==> src/rtl/seg_write_arbiter_if.sv <==
// ---------------------------------------------------------------------------
// seg_write_arbiter_if
//   Bundles the segment-write arbiter's requester handshakes, BIU status
//   inputs and segment-register write outputs.
//
//   Signals
//     int_* / far_* / eu_*   req, sel[1:0], data[15:0] toward the arbiter,
//                            ack back to the requester
//     bus_active             BIU bus cycle in progress (blocks new grants)
//     instr_done             one-cycle pulse at each instruction boundary
//     ENA_ES/CS/SS/DS        per-register write enables
//     seg_d                  shared data to the segment register D inputs
//     int_inhibit            interrupt recognition blocked after an SS load
//     busy                   arbiter is in its WRITE cycle
//
//   Modports
//     slave   arbiter side
//     master  requester / environment side
// ---------------------------------------------------------------------------
interface seg_write_arbiter_if;
    logic        int_req;
    logic [1:0]  int_sel;
    logic [15:0] int_data;
    logic        int_ack;

    logic        far_req;
    logic [1:0]  far_sel;
    logic [15:0] far_data;
    logic        far_ack;

    logic        eu_req;
    logic [1:0]  eu_sel;
    logic [15:0] eu_data;
    logic        eu_ack;

    logic        bus_active;
    logic        instr_done;

    logic        ENA_ES;
    logic        ENA_CS;
    logic        ENA_SS;
    logic        ENA_DS;
    logic [15:0] seg_d;
    logic        int_inhibit;
    logic        busy;

    modport slave (
        input  int_req, int_sel, int_data,
        input  far_req, far_sel, far_data,
        input  eu_req, eu_sel, eu_data,
        input  bus_active, instr_done,
        output int_ack, far_ack, eu_ack,
        output ENA_ES, ENA_CS, ENA_SS, ENA_DS, seg_d, int_inhibit, busy
    );

    modport master (
        output int_req, int_sel, int_data,
        output far_req, far_sel, far_data,
        output eu_req, eu_sel, eu_data,
        output bus_active, instr_done,
        input  int_ack, far_ack, eu_ack,
        input  ENA_ES, ENA_CS, ENA_SS, ENA_DS, seg_d, int_inhibit, busy
    );
endinterface

==> src/rtl/seg_write_arbiter.sv <==
// ---------------------------------------------------------------------------
// seg_write_arbiter
//   Arbitrates writes to the ES/CS/SS/DS segment registers among the
//   interrupt unit (INT), the far JMP/CALL/RET unit (FAR) and the execution
//   unit (EU). A grant takes one WRITE cycle in which exactly one ENA strobe
//   is high, seg_d carries the winner's data and the winner sees a one-cycle
//   ack. New grants are held off while the BIU is running a bus cycle.
//   After an SS load, interrupt recognition is inhibited until the next
//   instruction boundary.
//
//   Ports
//     CLK   rising-edge clock
//     RST   synchronous, active-high reset
//     bus   seg_write_arbiter_if.slave (requesters, BIU status, outputs)
//
//   Parameters
//     STARVE_LIMIT  consecutive lost arbitrations before EU is promoted
//     CNT_W         starvation counter width, 2**CNT_W > STARVE_LIMIT
// ---------------------------------------------------------------------------
module seg_write_arbiter #(
    parameter int STARVE_LIMIT = 4,
    parameter int CNT_W        = 3
) (
    input  logic                CLK,
    input  logic                RST,
    seg_write_arbiter_if.slave  bus
);

    typedef enum logic {
        IDLE  = 1'b0,
        WRITE = 1'b1
    } state_e;

    // Requester index, also the bit position in the ack vector.
    typedef enum logic [1:0] {
        WIN_INT = 2'd0,
        WIN_FAR = 2'd1,
        WIN_EU  = 2'd2
    } win_e;

    localparam logic [1:0]       SEL_SS  = 2'b10;
    localparam logic [CNT_W-1:0] LIMIT_C = CNT_W'(STARVE_LIMIT);
    localparam logic [CNT_W-1:0] CNT_MAX = '1;

    state_e             state_q, state_d;
    logic [1:0]         sel_q, sel_d;
    logic [15:0]        seg_d_q, seg_d_d;
    logic [3:0]         ena_q, ena_d;      // {DS, SS, CS, ES}
    logic [2:0]         ack_q, ack_d;      // {EU, FAR, INT}
    logic               inhibit_q, inhibit_d;
    logic [CNT_W-1:0]   cnt_q, cnt_d;

    logic               any_req;
    logic               eu_promote;
    win_e               win;
    logic [1:0]         win_sel;
    logic [15:0]        win_data;

    assign any_req    = bus.int_req | bus.far_req | bus.eu_req;
    assign eu_promote = bus.eu_req && (cnt_q >= LIMIT_C);

    // Winner selection: INT > FAR > EU, except a starved EU jumps the queue.
    always_comb begin
        win = WIN_EU;
        if (eu_promote)       win = WIN_EU;
        else if (bus.int_req) win = WIN_INT;
        else if (bus.far_req) win = WIN_FAR;

        case (win)
            WIN_INT: begin
                win_sel  = bus.int_sel;
                win_data = bus.int_data;
            end
            WIN_FAR: begin
                win_sel  = bus.far_sel;
                win_data = bus.far_data;
            end
            default: begin
                win_sel  = bus.eu_sel;
                win_data = bus.eu_data;
            end
        endcase
    end

    always_comb begin
        // NOTE: every variable gets a default first so no path leaves one
        // unassigned; an unassigned path would infer a latch.
        state_d   = state_q;
        sel_d     = sel_q;
        seg_d_d   = seg_d_q;
        ena_d     = '0;
        ack_d     = '0;
        cnt_d     = cnt_q;
        inhibit_d = inhibit_q;

        case (state_q)
            IDLE: begin
                if (any_req && !bus.bus_active) begin
                    state_d     = WRITE;
                    sel_d       = win_sel;
                    seg_d_d     = win_data;
                    ena_d       = 4'b0001 << win_sel;
                    ack_d[win]  = 1'b1;
                    // EU only counts as starved when it lost while asking.
                    if (win == WIN_EU || !bus.eu_req)
                        cnt_d = '0;
                    else if (cnt_q != CNT_MAX)
                        cnt_d = cnt_q + 1'b1;
                end
            end
            default: begin
                // A single write cycle; requests seen here are not considered.
                state_d = IDLE;
            end
        endcase

        // The SS-load set takes precedence, so an instruction boundary that
        // coincides with the SS write cycle leaves the inhibit in place.
        if (state_q == WRITE && sel_q == SEL_SS)
            inhibit_d = 1'b1;
        else if (bus.instr_done && inhibit_q)
            inhibit_d = 1'b0;
    end

    always_ff @(posedge CLK) begin
        // NOTE: sequential state uses non-blocking assignments so every flop
        // samples pre-edge values regardless of statement order.
        if (RST) begin
            state_q   <= IDLE;
            sel_q     <= '0;
            seg_d_q   <= '0;
            ena_q     <= '0;
            ack_q     <= '0;
            inhibit_q <= 1'b0;
            cnt_q     <= '0;
        end else begin
            state_q   <= state_d;
            sel_q     <= sel_d;
            seg_d_q   <= seg_d_d;
            ena_q     <= ena_d;
            ack_q     <= ack_d;
            inhibit_q <= inhibit_d;
            cnt_q     <= cnt_d;
        end
    end

    assign bus.ENA_ES      = ena_q[0];
    assign bus.ENA_CS      = ena_q[1];
    assign bus.ENA_SS      = ena_q[2];
    assign bus.ENA_DS      = ena_q[3];
    assign bus.seg_d       = seg_d_q;
    assign bus.int_ack     = ack_q[WIN_INT];
    assign bus.far_ack     = ack_q[WIN_FAR];
    assign bus.eu_ack      = ack_q[WIN_EU];
    assign bus.int_inhibit = inhibit_q;
    assign bus.busy        = (state_q == WRITE);

endmodule

==> src/flat_wrapper.sv <==
// flat-port wrapper written by rule: the top's interface ports become plain ports
module seg_write_arbiter_flat 
#(
    parameter int STARVE_LIMIT = 4,
    parameter int CNT_W        = 3
)
  (CLK, RST, bus_int_req, bus_int_sel, bus_int_data, bus_far_req, bus_far_sel, bus_far_data, bus_eu_req, bus_eu_sel, bus_eu_data, bus_bus_active, bus_instr_done, bus_int_ack, bus_far_ack, bus_eu_ack, bus_ENA_ES, bus_ENA_CS, bus_ENA_SS, bus_ENA_DS, bus_seg_d, bus_int_inhibit, bus_busy);
  seg_write_arbiter_if bus_i ();
  input  logic CLK;
  input  logic RST;
  input wire logic [$bits(bus_i.int_req)-1:0] bus_int_req;
  input wire logic [$bits(bus_i.int_sel)-1:0] bus_int_sel;
  input wire logic [$bits(bus_i.int_data)-1:0] bus_int_data;
  input wire logic [$bits(bus_i.far_req)-1:0] bus_far_req;
  input wire logic [$bits(bus_i.far_sel)-1:0] bus_far_sel;
  input wire logic [$bits(bus_i.far_data)-1:0] bus_far_data;
  input wire logic [$bits(bus_i.eu_req)-1:0] bus_eu_req;
  input wire logic [$bits(bus_i.eu_sel)-1:0] bus_eu_sel;
  input wire logic [$bits(bus_i.eu_data)-1:0] bus_eu_data;
  input wire logic [$bits(bus_i.bus_active)-1:0] bus_bus_active;
  input wire logic [$bits(bus_i.instr_done)-1:0] bus_instr_done;
  output wire logic [$bits(bus_i.int_ack)-1:0] bus_int_ack;
  output wire logic [$bits(bus_i.far_ack)-1:0] bus_far_ack;
  output wire logic [$bits(bus_i.eu_ack)-1:0] bus_eu_ack;
  output wire logic [$bits(bus_i.ENA_ES)-1:0] bus_ENA_ES;
  output wire logic [$bits(bus_i.ENA_CS)-1:0] bus_ENA_CS;
  output wire logic [$bits(bus_i.ENA_SS)-1:0] bus_ENA_SS;
  output wire logic [$bits(bus_i.ENA_DS)-1:0] bus_ENA_DS;
  output wire logic [$bits(bus_i.seg_d)-1:0] bus_seg_d;
  output wire logic [$bits(bus_i.int_inhibit)-1:0] bus_int_inhibit;
  output wire logic [$bits(bus_i.busy)-1:0] bus_busy;
  assign bus_i.int_req = bus_int_req;
  assign bus_i.int_sel = bus_int_sel;
  assign bus_i.int_data = bus_int_data;
  assign bus_i.far_req = bus_far_req;
  assign bus_i.far_sel = bus_far_sel;
  assign bus_i.far_data = bus_far_data;
  assign bus_i.eu_req = bus_eu_req;
  assign bus_i.eu_sel = bus_eu_sel;
  assign bus_i.eu_data = bus_eu_data;
  assign bus_i.bus_active = bus_bus_active;
  assign bus_i.instr_done = bus_instr_done;
  assign bus_int_ack = bus_i.int_ack;
  assign bus_far_ack = bus_i.far_ack;
  assign bus_eu_ack = bus_i.eu_ack;
  assign bus_ENA_ES = bus_i.ENA_ES;
  assign bus_ENA_CS = bus_i.ENA_CS;
  assign bus_ENA_SS = bus_i.ENA_SS;
  assign bus_ENA_DS = bus_i.ENA_DS;
  assign bus_seg_d = bus_i.seg_d;
  assign bus_int_inhibit = bus_i.int_inhibit;
  assign bus_busy = bus_i.busy;
  seg_write_arbiter #(.STARVE_LIMIT(STARVE_LIMIT), .CNT_W(CNT_W)) u_core (.CLK(CLK), .RST(RST), .bus(bus_i));
endmodule
==> config.mk <==
export PLATFORM = sky130hd
export DESIGN_NAME = seg_write_arbiter_flat
export DESIGN_NICKNAME = d
export VERILOG_FILES = /design/src/rtl/seg_write_arbiter_if.sv /design/src/rtl/seg_write_arbiter.sv /design/src/flat_wrapper.sv
export SDC_FILE = /design/constraint.sdc
export NUM_CORES = 1
export LEC_CHECK = 0
export CORE_UTILIZATION = 40
export CTS_CLUSTER_DIAMETER = 30
export DETAILED_ROUTE_END_ITERATION = 16
export PLACE_DENSITY = 0.91
export SLEW_MARGIN = 20
export SYNTH_ARGS = -nofsm -noshare
export SYNTH_HDL_FRONTEND = slang
export SYNTH_SLANG_ARGS = --single-unit
==> constraint.sdc <==
create_clock -name CLK -period 3.2 [get_ports CLK]
set_input_delay 0.32 -clock CLK [delete_from_list [all_inputs] [get_ports CLK]]
set_output_delay 0.32 -clock CLK [all_outputs]
set_load 0.01 [all_outputs]
# After elaboration in Yosys (flattened, before gate mapping)
# Index checks and enable logic that the tools add are counted.
dict set report classes {
  reduce_logical 15
  mux 12
  addsub 1
  shifts 1
  bitwise_logic 4
  n_lt_le_gt_ge 3
  eq_ne 4
}
# op count
set op_table {}
lappend op_table {{case mux 16 bit (2 select lines)} 1}
lappend op_table {{2-to-1 mux 2 bit} 3}
lappend op_table {{2-to-1 mux 3 bit} 2}
lappend op_table {{logical AND 1 bit} 5}
lappend op_table {{equality test 2 bit (second input constant)} 2}
lappend op_table {{2-to-1 mux 1 bit} 4}
lappend op_table {{case mux 2 bit (2 select lines)} 1}
lappend op_table {{nonzero test 2 bit} 2}
lappend op_table {{left shift 1 x 2 -> 4 bit (first input constant)} 1}
lappend op_table {{adder 3 x 1 -> 3 bit (second input constant)} 1}
lappend op_table {{>= comparator 3 bit (second input constant)} 1}
lappend op_table {{< comparator 2 x 3 -> 1 bit (second input constant)} 1}
lappend op_table {{!= test 3 bit (second input constant)} 1}
lappend op_table {{AND reduction 3 bit} 1}
lappend op_table {{OR reduction 3 bit} 1}
lappend op_table {{demux 1 bit (select 2 bit)} 1}
lappend op_table {{equality test 2 x 1 -> 1 bit (second input constant)} 1}
lappend op_table {{>= comparator 2 x 1 -> 1 bit (second input constant)} 1}
lappend op_table {{zero test 1 bit} 2}
lappend op_table {{zero test 2 bit} 1}
lappend op_table {{NOT 1 bit} 2}
lappend op_table {{bitwise OR 1 bit} 2}
lappend op_table {{AND reduction 2 bit} 1}
lappend op_table {{OR reduction 2 bit} 1}
lappend op_table {{logical OR 1 bit} 1}
dict set report totals {
  ff_bits 30
  in_bits 61
  word_cells 47
  out_inout_bits 25
}

# Logic depth before layout (Yosys ltp)
dict set report depth {
  depth_word 7
  mapped_depth 6
  depth_no_buf 6
}

# Least setup slack after synthesis
# No wires, ideal clock.
dict set report synth_path {
  path_type {input to register}
  from {input bus_far_req}
  to {register u_core.sel_q[0]}
  setup_time_ns 0.115
  t_arrival_ns 1.205
  required_time_ns 3.085
  setup_slack_ns 1.880
  path_buffers 2
  cell_stages 6
  cell_sequence {buf_6 buf_6 or3_4 a21oi_1 nor2_1 o21a_1}
}
dict set report synth_between {
  elab_chain_len 5
  elab_cells_between_ends 10
  classes_between {eq/ne: 1; mux: 4; bitwise: 2; reduce/logical: 3}
}
# item line_no
set synth_rtl {}
lappend synth_rtl {{start, declared} flat_wrapper.sv:14} ;# input wire logic [$bits(bus_i.far_req)-1:0] bus_far_req;
lappend synth_rtl {{2-to-1 mux 2 bit} seg_write_arbiter.sv:67} ;# else if (bus.far_req) win = WIN_FAR;
lappend synth_rtl {{2-to-1 mux 2 bit} seg_write_arbiter.sv:66} ;# else if (bus.int_req) win = WIN_INT;
lappend synth_rtl {{2-to-1 mux 2 bit} seg_write_arbiter.sv:65} ;# if (eu_promote) win = WIN_EU;
lappend synth_rtl {{equality test 2 x 1 -> 1 bit or zero test 2 bit (tied branches)} seg_write_arbiter.sv:69} ;# case (win)
lappend synth_rtl {{case mux 2 bit (2 select lines)} seg_write_arbiter.sv:69}
lappend synth_rtl {{end signal, assigned} seg_write_arbiter.sv:138} ;# sel_q <= sel_d;
lappend synth_rtl {{end, declared} seg_write_arbiter.sv:46} ;# logic [1:0] sel_q, sel_d;
# Several ways; a longest one is shown, not always the timed one.
# A chain may end at the register's enable or synchronous reset.

# Final worst setup path
dict set report layout_path {
  from {input bus_eu_req}
  to {register u_core.ena_q[1]}
}
dict set report layout_between {
  elab_chain_len 5
  elab_cells_between_ends 10
  classes_between {eq/ne: 1; shift: 1; mux: 2; bitwise: 2; reduce/logical: 4}
}
# item line_no
set layout_rtl {}
lappend layout_rtl {{start, declared} flat_wrapper.sv:17} ;# input wire logic [$bits(bus_i.eu_req)-1:0] bus_eu_req;
lappend layout_rtl {{logical AND 1 bit} seg_write_arbiter.sv:60} ;# assign eu_promote = bus.eu_req && (cnt_q >= LIMIT_C);
lappend layout_rtl {{2-to-1 mux 2 bit} seg_write_arbiter.sv:65}
lappend layout_rtl {{equality test 2 x 1 -> 1 bit or zero test 2 bit (tied branches)} seg_write_arbiter.sv:69}
lappend layout_rtl {{case mux 2 bit (2 select lines)} seg_write_arbiter.sv:69}
lappend layout_rtl {{left shift 1 x 2 -> 4 bit} seg_write_arbiter.sv:102} ;# ena_d = 4'b0001 << win_sel;
lappend layout_rtl {{end signal, assigned} seg_write_arbiter.sv:140} ;# ena_q <= ena_d;
lappend layout_rtl {{end, declared} seg_write_arbiter.sv:48} ;# logic [3:0] ena_q, ena_d;
# Several ways; a longest one is shown, not always the timed one.

==> impl_metrics.yaml <==
worst_setup_path:
  worstPathArrival_ns: 2.25
  cp_max_fo: 19
  reg2reg_to: "u_core.ena_q[1]"
  r2r-start: "u_core.cnt_q[2]"
  rrSetupSlack_ns: 1.40
  reg2reg_depth: 4
  path_class: "input pin to register"
  start_kind: "input pin"
  endpoint_kind: "register"
  worst_ep_required_time_ns: 3.43
cts:
  cts_sinks: 30
  cts_resized: 0
  cts-root-buf: "clkbuf_8"
  h-tree-depth: 2
  cts_hold_buf: 0
  tritoncts: "built"
  worstSkewPairLatency_ns: 0.28
  clockBufferDepth: 2
  clk_pin_slew_ns: 0.06
  cts_made_buffers: 5
  postCtsSetupRepairBufs: 0
floorplanning:
  floorplan.rows: 23
  die_area_sq_um: 4574
  die_h_um: 67.63
  start_util_pct: 42.46
  design.core.area_sq_um: 4058
  die_w_um: 67.63
  io_pins: 86
logic_synthesis:
  yosysUniqueCellTypes: 40
  synth-edff-count: 0
  synth_area_leaders: "dfxtp_1 35%, nor2_1 7.4%, a21oi_1 6.7%"
  syn_inst: 208
  yosysTopAreaCell: "dfxtp_1"
  netlist_top_cells_count: "34 x nor2_1, 30 x dfxtp_1, 23 x a21oi_1"
  ys_seq_area_share_pct: 34.86
  synth.net_count: 271
  ys_ff_latch: 30
  yosysMostFrequentCell: "nor2_1"
  avgSynthCellArea_sq_um: 8.283
  ys.flop_type: "dfxtp_1"
  syn_area_sq_um: 1723
  synth-async-reset-ratio_pct: 0
  synth_top_area_share_pct: 34.86
  ys_warn_count: 0
sta:
  whs_ns: 0.4556
  report.final.setup_viol: 0
  slew_headroom_pct: 45.90
  drv_slew: 0
  tns_ns: 0
  worstMarginPinSlew_ns: 0.8115
  period_share_pct: 63.21
  max_freq_mhz: 494.4
  rsz0062_at_grt: "false"
  skew_ns: 0.004017
  finalCriticalPeriod_ns: 2.023
  hold_viol: 0
drt:
  wl_per_cell_um: 14.17
  drt_iter0_markers: 77
  drc_errors: 0
  vias_per_cell: 5.513
  drt_pre_antenna_iters: 4
  ant_nets: 0
  wl_mm: 4.802
  vias: 1869
finish:
  seq_area_sq_um: 600.6
  final_layout_size_suffix_gt1_share_pct: 10.03
  fillers: 332
  multi_input_area_sq_um: 985.9
  antenna_cells: 0
  layout.nets: 351
  area_delta_synth_final_pct: 54.18
global_routing:
  grt_pass1_vias: 1653
  antenna_found_initial: 0
  grt_overflow_total: 0
  use_met2_pct: 36.01
  grt_use_met3_pct: 5.405
  grt_usage_pct: 20.86
  grt_busiest_layer: "met2"
  grtUsageMet1_pct: 23.49
  grt_pass1_wl_mm: 7.100
  grt_max_degree: 29
place:
  numPortBuffers: 85
  hpwl_mm: 3.471
  place.gp.congestion: 0.7742
worst_hold_path:
  whs_path_depth: 2
  hp-class: "register to register"
  hold_path_end: "u_core.bus.seg_d[0]"
  min_from: "u_core.bus.seg_d[0]"
run_status:
  outcome: "complete, no violations"
power_and_ir_drop:
  worst_ir_drop_vdd_mv: 0.1719
  p_leak_nw: 0.9701
  power_density_nw_per_um2: 369.3
job:
  max_cap_viol_count: 0
## report_power, final
group          switching, W  internal [W]  total, W
sequential        0.0000125      0.000397  0.000410
clock              0.000143      0.000173  0.000316
combinational      0.000103      0.000152  0.000255
total              0.000259      0.000722  0.000981
## final cells by class
class                           instances  area share [%]
Multi-Input combinational cell        155           37.12
Timing Repair Buffer                   91           33.73
Sequential cell                        30           22.61
Clock buffer                            7           3.250
Tap cell                               50           2.355
Inverter                                5          0.7536
Clock inverter                          1          0.1884
## layout by cell type, fill, tap and decap left out, types with 3 or more instances in the layout
| cell | n |
|---|---|
| o22a_1 | 13 |
| a31oi_1 | 14 |
| dfxtp_1 | 30 |
| clkdlybuf4s50_1 | 85 |
| clkbuf_8 | 6 |
| nor3b_1 | 4 |
| a21oi_1 | 23 |
| a211oi_1 | 7 |
| nor2_2 | 3 |
| a211oi_2 | 6 |
| nand2b_1 | 3 |
| nor2_1 | 33 |
| inv_1 | 4 |
| buf_4 | 6 |
| nand2_1 | 6 |
| nor2b_1 | 15 |
| o221ai_1 | 3 |
## worst max-delay path by stage
stage,startpoint,to
after floorplan,bus_far_req,u_core.sel_q[0]
after global placement,bus_eu_req,u_core.ena_q[1]
after detailed placement,bus_far_req,u_core.bus.seg_d[7]
after CTS,bus_far_req,u_core.bus.seg_d[7]
after global routing,bus_far_req,u_core.bus.seg_d[5]
final,bus_eu_req,u_core.ena_q[1]
## metal layers
layer | share of wire, % | vias to the layer above
met4 | 2.5 | 0
met2 | 47 | 82
met3 | 7.6 | 16
li1 | - | 914
met1 | 43 | 857
met5 | 0 | -
## worst max-delay path: stages
cell	delay, ns
clkdlybuf4s50_1	0.56
and2_1	0.69
a21oi_1	0.10
o22ai_1	0.36
and3_1	0.22
## kinds of logic after synthesis
| group | synth area share [%] |
|---|---|
| AO/OA/AOI/OAI | 31.23 |
| adder cells (fa/ha/maj) | 1.452 |
| buffers and inverters | 8.060 |
| flip-flops | 34.86 |
| multiplexers | 0.5810 |
| AND/OR/NAND/NOR | 23.82 |
## metrics by stage
step / util, % / total power, W / area, sq um / std cells / worst slack (ns)
final: 65.46 / 0.0009811 / 2656 / 339 / 1.177
after global routing: 65.46 / 0.001018 / 2656 / 339 / 1.043
after CTS: 65.46 / 0.0009828 / 2656 / 339 / 1.178
after detailed placement: 63.21 / 0.0006716 / 2565 / 331 / 0.8851
after global placement: 63.21 / 0.0006658 / 2565 / 331 / 0.9894
after floorplan: - / 0.0005373 / 1723 / 208 / 1.880
## sequential cells by signal (all words and copies together) (netlist names)
register and flops:
u_core.ack_q 3, u_core.bus.busy 1, u_core.bus.int_inhibit 1, u_core.bus.seg_d 16, u_core.cnt_q 3, u_core.ena_q 4
u_core.sel_q 2
Power figures use the tool's default switching activity.
